===== src/rtl/pcie_merge.sv =====
// Two-source merge with two input FIFOs and one output FIFO.
// A round-robin arbiter moves words into the output FIFO; the consumer pops registered words.
module pcie_merge #(
    parameter int unsigned BITNUMBER = 6,
    parameter int unsigned DEPTH     = 4,
    parameter int unsigned CW        = 3
) (
    input  logic                 clk,
    input  logic                 reset,
    input  logic [BITNUMBER-1:0] data_in0,
    input  logic                 push0,
    input  logic [BITNUMBER-1:0] data_in1,
    input  logic                 push1,
    input  logic                 pop,
    input  logic [CW-1:0]        umbral,
    output logic [BITNUMBER-1:0] data_out,
    output logic                 valid_out,
    output logic                 src_out,
    output logic                 can_pop,
    output logic                 pause0,
    output logic                 pause1,
    output logic                 error
);
    localparam int unsigned   AW       = $clog2(DEPTH);
    localparam int unsigned   OW       = BITNUMBER + 1;
    localparam logic [CW-1:0] CNT_FULL = CW'(DEPTH);
    localparam logic [CW-1:0] CNT_ONE  = CW'(1);
    localparam logic [AW-1:0] PTR_ONE  = AW'(1);

    // Input FIFOs, indexed by source number
    logic [BITNUMBER-1:0] in_mem_q  [2][DEPTH];
    logic [AW-1:0]        in_wptr_q [2];
    logic [AW-1:0]        in_wptr_d [2];
    logic [AW-1:0]        in_rptr_q [2];
    logic [AW-1:0]        in_rptr_d [2];
    logic [CW-1:0]        in_cnt_q  [2];
    logic [CW-1:0]        in_cnt_d  [2];
    logic [BITNUMBER-1:0] in_din    [2];
    logic [1:0]           in_push;
    logic [1:0]           in_wr;
    logic [1:0]           in_rd;
    logic [1:0]           in_elig;

    // Output FIFO entries are {src, word}
    logic [OW-1:0]        of_mem_q [DEPTH];
    logic [AW-1:0]        of_wptr_q, of_wptr_d;
    logic [AW-1:0]        of_rptr_q, of_rptr_d;
    logic [CW-1:0]        of_cnt_q, of_cnt_d;
    logic [OW-1:0]        of_wdata;
    logic [OW-1:0]        of_head;
    logic                 of_wr;
    logic                 of_rd;

    logic                 last_grant_q, last_grant_d;
    logic [BITNUMBER-1:0] data_out_q, data_out_d;
    logic                 src_out_q, src_out_d;
    logic                 valid_out_q, valid_out_d;
    logic                 error_q, error_d;
    logic                 overflow;
    logic                 underflow;

    // NOTE: every signal gets a default first so no latch can be inferred.
    always_comb begin
        in_push   = {push1, push0};
        in_din[0] = data_in0;
        in_din[1] = data_in1;
        in_wr     = '0;
        in_elig   = '0;
        overflow  = 1'b0;
        for (int n = 0; n < 2; n++) begin
            in_elig[n] = (in_cnt_q[n] != '0);
            // Fullness uses the pre-edge count, so a same-edge drain does not make room.
            in_wr[n]   = in_push[n] && (in_cnt_q[n] < CNT_FULL);
            overflow   = overflow | (in_push[n] && !(in_cnt_q[n] < CNT_FULL));
        end
    end

    // Arbiter: the source not granted last time wins a tie; a pop never frees room this cycle.
    always_comb begin
        in_rd        = '0;
        last_grant_d = last_grant_q;
        if (of_cnt_q < CNT_FULL) begin
            if (in_elig[0] && (!in_elig[1] || last_grant_q)) begin
                in_rd[0] = 1'b1;
            end else if (in_elig[1]) begin
                in_rd[1] = 1'b1;
            end
        end
        if (in_rd[0]) last_grant_d = 1'b0;
        if (in_rd[1]) last_grant_d = 1'b1;
        of_wr    = |in_rd;
        of_wdata = in_rd[1] ? {1'b1, in_mem_q[1][in_rptr_q[1]]}
                            : {1'b0, in_mem_q[0][in_rptr_q[0]]};
    end

    always_comb begin
        for (int n = 0; n < 2; n++) begin
            in_wptr_d[n] = in_wptr_q[n];
            in_rptr_d[n] = in_rptr_q[n];
            in_cnt_d[n]  = in_cnt_q[n];
            if (in_wr[n]) in_wptr_d[n] = in_wptr_q[n] + PTR_ONE;
            if (in_rd[n]) in_rptr_d[n] = in_rptr_q[n] + PTR_ONE;
            if (in_wr[n] && !in_rd[n]) begin
                in_cnt_d[n] = in_cnt_q[n] + CNT_ONE;
            end else if (!in_wr[n] && in_rd[n]) begin
                in_cnt_d[n] = in_cnt_q[n] - CNT_ONE;
            end
        end
    end

    always_comb begin
        of_head     = of_mem_q[of_rptr_q];
        of_rd       = pop && (of_cnt_q != '0);
        underflow   = pop && (of_cnt_q == '0);
        of_wptr_d   = of_wptr_q;
        of_rptr_d   = of_rptr_q;
        of_cnt_d    = of_cnt_q;
        if (of_wr) of_wptr_d = of_wptr_q + PTR_ONE;
        if (of_rd) of_rptr_d = of_rptr_q + PTR_ONE;
        if (of_wr && !of_rd) begin
            of_cnt_d = of_cnt_q + CNT_ONE;
        end else if (!of_wr && of_rd) begin
            of_cnt_d = of_cnt_q - CNT_ONE;
        end
        data_out_d  = data_out_q;
        src_out_d   = src_out_q;
        valid_out_d = of_rd;
        if (of_rd) {src_out_d, data_out_d} = of_head;
        error_d     = error_q | overflow | underflow;
    end

    // NOTE: sequential state uses nonblocking assignments so every flop samples pre-edge values.
    always_ff @(posedge clk or negedge reset) begin
        if (!reset) begin
            for (int n = 0; n < 2; n++) begin
                in_wptr_q[n] <= '0;
                in_rptr_q[n] <= '0;
                in_cnt_q[n]  <= '0;
            end
            of_wptr_q    <= '0;
            of_rptr_q    <= '0;
            of_cnt_q     <= '0;
            last_grant_q <= 1'b1;
            data_out_q   <= '0;
            src_out_q    <= 1'b0;
            valid_out_q  <= 1'b0;
            error_q      <= 1'b0;
        end else begin
            for (int n = 0; n < 2; n++) begin
                in_wptr_q[n] <= in_wptr_d[n];
                in_rptr_q[n] <= in_rptr_d[n];
                in_cnt_q[n]  <= in_cnt_d[n];
            end
            of_wptr_q    <= of_wptr_d;
            of_rptr_q    <= of_rptr_d;
            of_cnt_q     <= of_cnt_d;
            last_grant_q <= last_grant_d;
            data_out_q   <= data_out_d;
            src_out_q    <= src_out_d;
            valid_out_q  <= valid_out_d;
            error_q      <= error_d;
        end
    end

    // NOTE: storage arrays carry no reset; pointers and counts alone decide what is valid.
    always_ff @(posedge clk) begin
        for (int n = 0; n < 2; n++) begin
            if (in_wr[n]) in_mem_q[n][in_wptr_q[n]] <= in_din[n];
        end
        if (of_wr) of_mem_q[of_wptr_q] <= of_wdata;
    end

    assign data_out  = data_out_q;
    assign src_out   = src_out_q;
    assign valid_out = valid_out_q;
    assign error     = error_q;
    assign can_pop   = (of_cnt_q != '0);
    assign pause0    = (in_cnt_q[0] >= umbral);
    assign pause1    = (in_cnt_q[1] >= umbral);

endmodule


===== config.mk =====
export PLATFORM = sky130hd
export DESIGN_NAME = pcie_merge
export DESIGN_NICKNAME = d
export VERILOG_FILES = /design/src/rtl/pcie_merge.sv
export SDC_FILE = /design/constraint.sdc
export NUM_CORES = 1
export LEC_CHECK = 0
export CELL_PAD_IN_SITES_DETAIL_PLACEMENT = 0
export CELL_PAD_IN_SITES_GLOBAL_PLACEMENT = 1
export CORE_ASPECT_RATIO = 0.8
export CORE_MARGIN = 3
export CORE_UTILIZATION = 50
export CTS_BUF_LIST = sky130_fd_sc_hd__clkbuf_16
export CTS_CLUSTER_SIZE = 12
export DETAILED_ROUTE_END_ITERATION = 6
export PLACE_DENSITY_LB_ADDON = 0.1
export SYNTH_ARGS = -nofsm -noshare
export SYNTH_HDL_FRONTEND = slang
export SYNTH_SLANG_ARGS = --single-unit

===== constraint.sdc =====
create_clock -name clk -period 3.25 [get_ports clk]
set_clock_uncertainty 0.2 [all_clocks]
set_input_delay 0.8125 -clock clk [delete_from_list [all_inputs] [get_ports clk]]
set_output_delay 0.8125 -clock clk [all_outputs]
set_load 0.02 [all_outputs]

==> qor.yml <==
dpl.hpwl_mm: 5.079
worstSetupStartpoint: "umbral[1]"
die_w_um: 112.5
slew_headroom_pct: 60.53
synth_edf_count: 76
detail-route-antenna-nets: 0
crit_required_ns: 2.24
drc: 0
finalHoldViolations: 0
drive_gt1_share_pct: 20.27
grt_max_degree: 32
layout.nets: 335
cellPowerDensity_nw_per_um2: 960.8
vias_per_cell: 5.127
gp_congestion: 0.7085
drtIter0Drc: 54
setup-violations-final: 0
stdcell_area_um2: 5261
synth_area_per_cell_um2: 17.92
grt_use_total_pct: 15.98
core_area_um2: 8633
start_kind: "primary input"
internal_power_w: 0.003492
synth.cell_area_um2: 4533
rsz0062_at_grt: "false"
drv_slew: 0
fin_crit_sh_pct: 94.77
min_path_type: "reg -> reg"
maxCapViolCount: 0
vias: 2092
placed_cells: 392
yosysTopAreaCell: "edfxtp_1"
fin_total_pwr_w: 0.005055
p_switching_w: 0.001563
swShare_pct: 30.92
pre_cts_slack_ns: -0.3346
cts_root_buf: "clkbuf_16"
ys.warnings.count: 0
area_growth_pct: 16.06
power_frac_clock_pct: 20.4
netlist-cell-type-count: 32
final_cell_mix: "edfxtp_1 (76), dfrtp_1 (30), clkdlybuf4s50_1 (28), ha_1 (21)"
tightestPinTransition_ns: 0.5772
layout_min_cycle_time_ns: 3.080
synth-seq-cells: 107
clockBufferDepth: 2
cts_hold_buf: 0
cts_setup_buffers: 0
htreeDepth: 3
cp-endpoint: "pause0"
synth_top_area_share_pct: 50.35
cp_max_fo: 2
ys_seq_area_share_pct: 67.49
grt_pass1_vias: 2270
max_freq_ghz: 0.3247
antenna_found_initial: 0
insertion_delay_ns: 0.34
placed_area_um2: 4982
postLayoutSetupSlackWorst_ns: 0.1700
die_area_um2: 10250
ys_top_cells_by_area: "edfxtp_1 (50%), dfrtp_1 (17%), mux4_2 (9.4%), ha_1 (5.8%), mux2_2 (4.2%)"
n_antenna_cell: 0
cts_tree: "yes"
timing.rr.end: "of_cnt_q[1]$_DFFE_PN0P_"
io_buffers: 31
status: "finished, final reports clean"
final_common_cell: "edfxtp_1"
cts_num_sinks: 107
reg2reg_from: "in_cnt_q[1]$_DFFE_PN0P_"
crit_type: "in -> out"
r2r_cells: 6
routed_wl_mm: 7.157
overflow: 0
synthCells: 253
ir_worst_vdd_mv: 0.6138
synth-main-ff-cell: "edfxtp_1"
p_leak_nw: 1.958
synth_nets: 297
rows: 30
fin_cells: 408
numCtsBuffers: 9
seq_power_share_pct: 46.7
drtPass1Iterations: 4
async_reset_ff_share_pct: 28.97
path_clk_slew_ns: 0.06
regToRegSetupSlack_ns: 0.71
start_util_pct: 52.51
grt_pass1_wl_mm: 12.16
cp.arrival_ns: 2.07
io_pins: 32
post_cts_resized: 8
wire_per_inst_um: 17.54
end_kind: "primary output"
combPwrFrac_pct: 32.9
fp.dieH_um: 91.17
how the worst min path moves through the flow:
stage                                  from                 endpoint  slack [ns]  depth (start not counted)
CTS                 data_out[4]$_DFFE_PN0P_  data_out[4]$_DFFE_PN0P_        0.31                          1
floorplan           of_cnt_q[0]$_DFFE_PN0P_  of_cnt_q[0]$_DFFE_PN0P_        0.30                          1
global placement    data_out[1]$_DFFE_PN0P_  data_out[1]$_DFFE_PN0P_        0.29                          1
detailed placement  data_out[4]$_DFFE_PN0P_  data_out[4]$_DFFE_PN0P_        0.29                          1
global route        data_out[5]$_DFFE_PN0P_  data_out[5]$_DFFE_PN0P_        0.32                          1
finish              data_out[1]$_DFFE_PN0P_  data_out[1]$_DFFE_PN0P_        0.31                          1
synthesized netlist by cell type, types with 2 or more instances:
master and instances:
a21o_1 4, and2_1 12, buf_1 3, clkbuf_1 4
dfrtp_1 30, edfxtp_1 76, fa_1 3, ha_1 21
inv_1 17, mux2_2 17, mux4_2 19, nand2_1 4
nand2b_1 2, nor2_1 3, nor2b_1 2, o21ai_0 4
xnor2_1 11, xor2_1 7
sequential cells by signal, indices dropped and copies added, names as in the netlist, 3 cells and up:
| signal | flops |
|---|---|
| data_out | 6 |
| in_cnt_q | 6 |
| of_cnt_q | 3 |
| in_rptr_q | 4 |
| of_mem_q | 28 |
| in_mem_q | 48 |
| in_wptr_q | 4 |
through the flow:
stage | setup TNS (ns) | utilization [%] | hold slack (ns)
2_1_floorplan | 0 | - | 0.2981
3_3_place_gp | -0.6238 | 57.71 | 0.2881
3_5_place_dp | -0.6593 | 57.71 | 0.2949
6_report | 0 | 60.94 | 0.3058
5_1_grt | 0 | 60.94 | 0.3228
4_1_cts | 0 | 60.91 | 0.3100
cell type report:
| cell class | instances | area [um2] |
|---|---|---|
| inverter | 18 | 67.56 |
| multi-input combinational | 120 | 1375 |
| tap | 112 | 140.1 |
| timing repair buffer | 35 | 332.8 |
| sequential | 107 | 3059 |
| clock buffer | 9 | 225.2 |
| fill | 673 | 3372 |
| clock inverter | 7 | 61.31 |
power groups by stage:
stage                     Clock (W)  Sequential [W]  Combinational [W]
after floorplan                   0         0.00225            0.00132
after CTS                   0.00107         0.00238            0.00170
final                       0.00103         0.00236            0.00166
after detailed placement          0         0.00240            0.00171
after global placement            0         0.00238            0.00168
after global routing        0.00112         0.00243            0.00187
kinds of logic after synthesis:
family                     count (synthesis)  share of synthesized area [%]
AOI/OAI and AO/OA                         15                          2.567
xor gates and xnor gates                  18                          3.478
adders and majority gates                 24                          7.121
buffers and inverters                     26                          2.180
DFF                                      107                          67.49
muxes                                     36                          13.66
and+or+nand+nor                           27                          3.505
worst max-delay path, cell delays in order:
cell	delay, ns
clkdlybuf4s50_1	0.45
inv_1	0.06
ha_1	0.29
a21o_1	0.15
a21o_1	0.16
buf_2	0.15
per-layer routing:
| metal | global-route usage (%) | share of wire, % | vias to the layer above |
|---|---|---|---|
| li1 | - | - | 1012 |
| met1 | 22.80 | 48 | 1038 |
| met2 | 23.71 | 47 | 32 |
| met3 | 4.863 | 3.5 | 10 |
| met4 | 5.105 | 1.5 | 0 |
| met5 | 0 | 0 | - |
Note: power is estimated with default switching activity, not from simulation.
